===== src/rtl/complex_fix_mul_pipe.sv =====
// ---------------------------------------------------------------------------
// complex_fix_mul_pipe
//
// Pipelined, handshaked complex fixed-point multiplier computing
// out = x * y, or x * conj(y) when conj_y is set for that beat.
// Three register stages:
//   S1 - captured operands, with the imaginary part of y optionally negated
//   S2 - four full-precision partial products
//   S3 - combined, rounded and saturated result (the output register)
//
// Handshake: a beat moves on the input port when in_valid & in_ready, and on
// the output port when out_valid & out_ready. out_valid, out and out_sat are
// held stable while out_valid=1 and out_ready=0. in_ready does not depend on
// in_valid, and out_valid does not depend on out_ready.
//
// Ports:
//   clk, rst_n          clock (rising edge), asynchronous active-low reset
//   in_valid, in_ready  input handshake
//   x[0:1], y[0:1]      signed operands, [0]=real, [1]=imag
//   conj_y              per-beat: multiply by conj(y)
//   out_valid,out_ready output handshake
//   out[0:1]            signed result, [0]=real, [1]=imag
//   out_sat             current output beat clipped in either component
//   sat_sticky          OR of out_sat over consumed beats since reset/clear
//   sat_clear           synchronous clear of sat_sticky, wins over a set
// ---------------------------------------------------------------------------
module complex_fix_mul_pipe #(
   parameter int IN_BITS  = 16,
   parameter int IN_FRAC  = 14,
   parameter int OUT_BITS = 18,
   parameter int OUT_FRAC = 14,
   parameter int ROUND    = 1
) (
   input  logic                       clk,
   input  logic                       rst_n,
   input  logic                       in_valid,
   output logic                       in_ready,
   input  logic signed [IN_BITS-1:0]  x [0:1],
   input  logic signed [IN_BITS-1:0]  y [0:1],
   input  logic                       conj_y,
   output logic                       out_valid,
   input  logic                       out_ready,
   output logic signed [OUT_BITS-1:0] out [0:1],
   output logic                       out_sat,
   output logic                       sat_sticky,
   input  logic                       sat_clear
);

   // Product width, sum width, and the sum width with one bit of headroom
   // for the rounding increment.
   localparam int PW  = 2*IN_BITS + 1;
   localparam int SW  = 2*IN_BITS + 2;
   localparam int RW  = SW + 1;
   localparam int SH  = 2*IN_FRAC - OUT_FRAC;
   localparam int RSH = (SH > 0) ? SH - 1 : 0;

   localparam logic signed [RW-1:0] RND_INC =
      (ROUND != 0 && SH > 0) ? (RW'(1) << RSH) : '0;
   localparam logic signed [RW-1:0] OMAX =
      {{(RW-OUT_BITS+1){1'b0}}, {(OUT_BITS-1){1'b1}}};
   localparam logic signed [RW-1:0] OMIN = ~OMAX;

   // Global advance: every stage moves together unless the output is full
   // and not being consumed. Bubbles travel with the pipe.
   logic adv;
   logic v1, v2, v3;

   assign adv       = ~v3 | out_ready;
   assign in_ready  = adv;
   assign out_valid = v3;

   // ---------------- S1: operand capture ----------------
   logic signed [IN_BITS-1:0] s1_a, s1_b, s1_c;
   logic signed [IN_BITS:0]   s1_d;
   logic signed [IN_BITS:0]   d_ext, d_in;

   // One extra bit so that negating the most negative value cannot overflow.
   always_comb begin
      d_ext = {y[1][IN_BITS-1], y[1]};
      d_in  = conj_y ? -d_ext : d_ext;
   end

   always_ff @(posedge clk) begin
      if (adv) begin
         s1_a <= x[0];
         s1_b <= x[1];
         s1_c <= y[0];
         s1_d <= d_in;
      end
   end

   // ---------------- S2: partial products ----------------
   logic signed [PW-1:0] s2_ac, s2_bd, s2_bc, s2_ad;

   always_ff @(posedge clk) begin
      if (adv) begin
         s2_ac <= PW'(s1_a) * PW'(s1_c);
         s2_bd <= PW'(s1_b) * PW'(s1_d);
         s2_bc <= PW'(s1_b) * PW'(s1_c);
         s2_ad <= PW'(s1_a) * PW'(s1_d);
      end
   end

   // ---------------- S3: combine, round, saturate ----------------
   logic signed [SW-1:0]       sum_re, sum_im;
   logic signed [OUT_BITS-1:0] res_re, res_im;
   logic                       sat_re, sat_im;

   // Returns {clipped, value}. Right shift is arithmetic, so ROUND=0 floors.
   function automatic logic [OUT_BITS:0] round_sat(input logic signed [SW-1:0] v);
      logic signed [RW-1:0] t;
      t = RW'(v) + RND_INC;
      t = t >>> SH;
      if (t > OMAX)      round_sat = {1'b1, OMAX[OUT_BITS-1:0]};
      else if (t < OMIN) round_sat = {1'b1, OMIN[OUT_BITS-1:0]};
      else               round_sat = {1'b0, t[OUT_BITS-1:0]};
   endfunction

   always_comb begin
      sum_re = SW'(s2_ac) - SW'(s2_bd);
      sum_im = SW'(s2_ad) + SW'(s2_bc);
      {sat_re, res_re} = round_sat(sum_re);
      {sat_im, res_im} = round_sat(sum_im);
   end

   // Output data only updates when a real beat lands, so out keeps its last
   // value across bubbles.
   always_ff @(posedge clk or negedge rst_n) begin
      if (!rst_n) begin
         v1      <= 1'b0;
         v2      <= 1'b0;
         v3      <= 1'b0;
         out[0]  <= '0;
         out[1]  <= '0;
         out_sat <= 1'b0;
      end else if (adv) begin
         v1 <= in_valid;
         v2 <= v1;
         v3 <= v2;
         if (v2) begin
            out[0]  <= res_re;
            out[1]  <= res_im;
            out_sat <= sat_re | sat_im;
         end
      end
   end

   always_ff @(posedge clk or negedge rst_n) begin
      if (!rst_n)                             sat_sticky <= 1'b0;
      else if (sat_clear)                     sat_sticky <= 1'b0;
      else if (v3 && out_ready && out_sat)    sat_sticky <= 1'b1;
   end

endmodule


===== config.mk =====
export PLATFORM = sky130hd
export DESIGN_NAME = complex_fix_mul_pipe
export DESIGN_NICKNAME = d
export VERILOG_FILES = /design/src/rtl/complex_fix_mul_pipe.sv
export SDC_FILE = /design/constraint.sdc
export NUM_CORES = 2
export LEC_CHECK = 0
export ABC_CLOCK_PERIOD_IN_PS = 9600
export CELL_PAD_IN_SITES_DETAIL_PLACEMENT = 0
export CELL_PAD_IN_SITES_GLOBAL_PLACEMENT = 1
export CORE_ASPECT_RATIO = 1.25
export CORE_MARGIN = 2
export CORE_UTILIZATION = 52
export CTS_CLUSTER_DIAMETER = 30
export DETAILED_ROUTE_END_ITERATION = 12
export GPL_ROUTABILITY_DRIVEN = 1
export PLACE_DENSITY = 0.94
export RECOVER_POWER = 25
export SYNTH_ARGS = -nofsm -noshare
export SYNTH_HDL_FRONTEND = slang
export SYNTH_SLANG_ARGS = --single-unit

===== constraint.sdc =====
create_clock -name clk -period 9.6 [get_ports clk]
set_input_delay 1.92 -clock clk [delete_from_list [all_inputs] [get_ports clk]]
set_output_delay 1.92 -clock clk [all_outputs]
set_load 0.02 [all_outputs]

==> summary by stage <==
Timing
The final total negative setup slack is 0 ns. The transition time of the tightest slew-check pin is 3.41 ns. The achievable clock frequency is 121 MHz. Setup repair after global routing left no endpoint under its margin.

Subtracting the final worst setup slack from the clock period gives 8.27 ns. The worst clock skew is 0.0484 ns. The number of hold violations in the final report is 0. Headroom to the max-slew limit came out at -128%. The final max-slew violation count came to 120.

Of the available clock period, the critical path in the final layout requires 86.1%. The worst hold margin is 0.492 ns. Setup violations remaining at the end of the flow were counted as 0.

Route
After detailed routing, the total wire length is 126000 µm. The detail-routed via count per cell is 5.38. The routed wirelength normalized by instance count is 18.9 µm.

The number of iterations in the first detailed-routing pass is 6. For this block, the initial DRC count from the detailed router was 2289. The routed layout has 35.7k vias.

The count of antenna-violating nets left after detailed routing is 0. For this run, design rule violations remaining after detail routing come to 0.

Run status
The checks that failed: capacitance limit, slew limit. The run finished, with violations left.

Logic synthesis
The number of instances in the synthesized netlist is 5246. In this run the biggest area consumer among cell types represents 42.0% of the synthesized area. The register area share after synthesis is 13.4%. The dominant register cell in the synthesized netlist is sky130_fd_sc_hd__edfxtp_1. For this run, asynchronously set or reset flops after synthesis account for 17.4%.

The most common cell in the synthesized netlist is sky130_fd_sc_hd__inv_1. By area the synthesized netlist is led by sky130_fd_sc_hd__fa_1 (42%), sky130_fd_sc_hd__edfxtp_1 (11%), sky130_fd_sc_hd__ha_1 (11%), sky130_fd_sc_hd__inv_1 (8.9%), sky130_fd_sc_hd__and2_1 (6.2%). After synthesis, the netlist uses 80 different library cells. During synthesis, Yosys emitted a total of 0 warnings. The number of enable flip-flop cells after synthesis is 195. The mapped netlist covers 51300 µm².

The library cell occupying the most area in the post-synthesis netlist is sky130_fd_sc_hd__fa_1. The count of state elements after synthesis is 236. The post-synthesis average cell area is 9.77 µm². Counting instances in the post-synthesis netlist gives the leading cell types as sky130_fd_sc_hd__inv_1 (1221), sky130_fd_sc_hd__fa_1 (1076), sky130_fd_sc_hd__nand2_1 (563).

When the netlist entered floorplanning its net count stood at 6853.

GRT
For this run the aggregate overflow at the end of global routing stands at 0. In the global route stage, overall resource usage came out at 26.2%. The initial antenna violation count is 5. The via count of the first global-routing pass came to 39.1k. The first global-routing pass estimated 206000 µm of wire. Entering global routing, the biggest net connects 58 pins.

Clock tree
The number of hold buffers added after CTS was 0. The quantity of gates resized following cts is 0. The number of setup buffers added after CTS is 0. No sink is reached through more buffers than the 3 on the longest clock path. TritonCTS built the clock tree. The clock latency of the later-clocked register in the worst-skew pair is 0.66 ns.

The cell sitting at the root of the clock tree is a sky130_fd_sc_hd__clkbuf_16. The number of levels in the clock H-tree is 3. After clock tree synthesis, the clock-pin slew on the worst setup and hold paths is 0.04 ns. The number of sinks handled by clock tree synthesis is 236. The number of clock buffers added by TritonCTS is 67.

Worst setup path
At the worst endpoint, the required time is 9.96 ns. The classification of the worst setup path is reg2reg. The worst setup path is captured at a flop. The largest fanout on the critical path is 33. The worst setup path is launched from a flop. The critical path arrival is 8.63 ns.

Cells and area
Cells with a size suffix above 1 make up 4.10% of the layout. After routing the design area is 56000 µm². The layout net count is 6896. The area growth from synthesis to layout is 9.24%.

Placement
The total cell area at the placement stage is 53700 µm². The wire-length estimate of the detail-placed layout is 99700 µm. The global placer's final weighted congestion is 0.895. The count of buffers added on input and output ports is 109.

Min path
The worst hold path belongs to the class reg2reg.

Floorplanning
The number of placement rows is 128. The initial utilization of the core area, before any placement, comes to 52.6%. In this run the vertical extent of the chip is 355 µm. The I/O pin total is 110. The horizontal extent of the die is 285 µm.

The floorplan step defined a die boundary enclosing 101000 µm². The floorplan step defined a core boundary enclosing 97500 µm².

Flow run
The number of maximum-capacitance constraint violations is 3.
[critical path, cell delays in order (launching register included)]
cell                       delay, ns
sky130_fd_sc_hd__edfxtp_1       1.15
sky130_fd_sc_hd__nand2_1        0.24
sky130_fd_sc_hd__inv_1          0.19
sky130_fd_sc_hd__fa_1           0.42
sky130_fd_sc_hd__inv_1          0.09
sky130_fd_sc_hd__fa_1           0.41
sky130_fd_sc_hd__fa_1           0.52
sky130_fd_sc_hd__inv_1          0.06
sky130_fd_sc_hd__fa_1           0.51
sky130_fd_sc_hd__fa_1           0.50
sky130_fd_sc_hd__inv_1          0.05
sky130_fd_sc_hd__fa_1           0.47
sky130_fd_sc_hd__inv_1          0.04
sky130_fd_sc_hd__ha_1           0.34
sky130_fd_sc_hd__and3_1         0.23
sky130_fd_sc_hd__nand3_1        0.10
sky130_fd_sc_hd__or2_2          0.13
sky130_fd_sc_hd__nor3_1         0.07
sky130_fd_sc_hd__o311ai_0       0.92
sky130_fd_sc_hd__a21oi_1        0.26
sky130_fd_sc_hd__a211o_1        0.36
sky130_fd_sc_hd__a21o_1         0.19
sky130_fd_sc_hd__a21o_1         0.20
sky130_fd_sc_hd__a21o_1         0.18
sky130_fd_sc_hd__a21oi_1        0.20
sky130_fd_sc_hd__xnor2_1        0.09
[per-stage QoR]
step	cells	worst slack, ns	utilization [%]
finish	6644	1.33	57.4
global route	6643	1.04	57.4
CTS	6641	1.44	57.4
detailed placement	6520	1.57	55.1
global placement	6520	1.67	55.1
floorplan	5246	0.849	-
[final timing paths]
kind	slack (ns)	end	cells past startpoint	from
setup / recovery	1.33	s2_ad[32]$_DFFE_PN_	25	s1_a[1]$_DFFE_PN_
hold / removal	0.49	sat_sticky$_DFFE_PN0P_	2	sat_sticky$_DFFE_PN0P_
setup reg to reg	1.33	s2_ad[32]$_DFFE_PN_	25	s1_a[1]$_DFFE_PN_
hold reg to reg	0.49	sat_sticky$_DFFE_PN0P_	2	sat_sticky$_DFFE_PN0P_
max in group asynchronous	5.64	out[28]$_DFFE_PN0P_	2	rst_n
min in group asynchronous	2.27	out[4]$_DFFE_PN0P_	2	rst_n
[metal layers]
layer  vias up  track usage, %  share of wire, %
li1      15899               -                 -
met4         0            14.6               6.0
met5         -               0                 0
met2      1135            44.5                50
met1     18400            32.6                38
met3       289            3.25               5.6
[logic make-up (layout without fill, tap and decap cells)]
family          Yosys count  count (layout)  share of synthesized area, %
buf+inv                1431            1526                          10.5
flops                   236             236                          13.4
other cells               0               3                             0
simple gates           1409            1409                          13.6
xor+xnor                189             189                          3.28
compound gates          440             440                          5.82
mux                       4               4                        0.0854
fa+ha+maj              1537            1537                          53.3
[cells in the final DEF, fill, tap and decap left out, drive strengths merged, types with 20 or more instances in the layout]
cell type / n
nand2b: 41
nor3: 23
nand3: 28
o21a: 24
xor2: 40
nor2: 173
clkdlybuf4s50: 58
a21o: 72
ha: 461
fa: 1076
o21ai: 85
a21oi: 135
clkbuf: 87
clkinv: 20
inv: 1225
buf: 72
nand2: 563
dlygate4sd3: 50
edfxtp: 195
xnor2: 149
dfrtp: 41
and2: 514
[flip-flops by register name (all words and copies together), names as in the netlist]
signal and cells:
v1 1, s1_a 16, s2_bc 32, out_sat 1
out_valid 1, sat_sticky 1, s2_ad 33, s2_bd 33
s1_b 16, v2 1, out 36, s1_c 16
s1_d 17, s2_ac 32
[area by class of cell]
type	instances	area [µm²]
Clock buffer	83	1770
Antenna cell	3	7.51
Inverter	1221	4580
Tap cell	1300	1630
Clock inverter	38	509
Multi-Input combinational cell	3579	39000
Sequential cell	236	6880
Timing Repair Buffer	184	1630
Fill cell	8177	41500
Power is left out: the tool's default activity adds up to more than one toggle a clock period on the data nets, which glitch-free logic cannot reach.
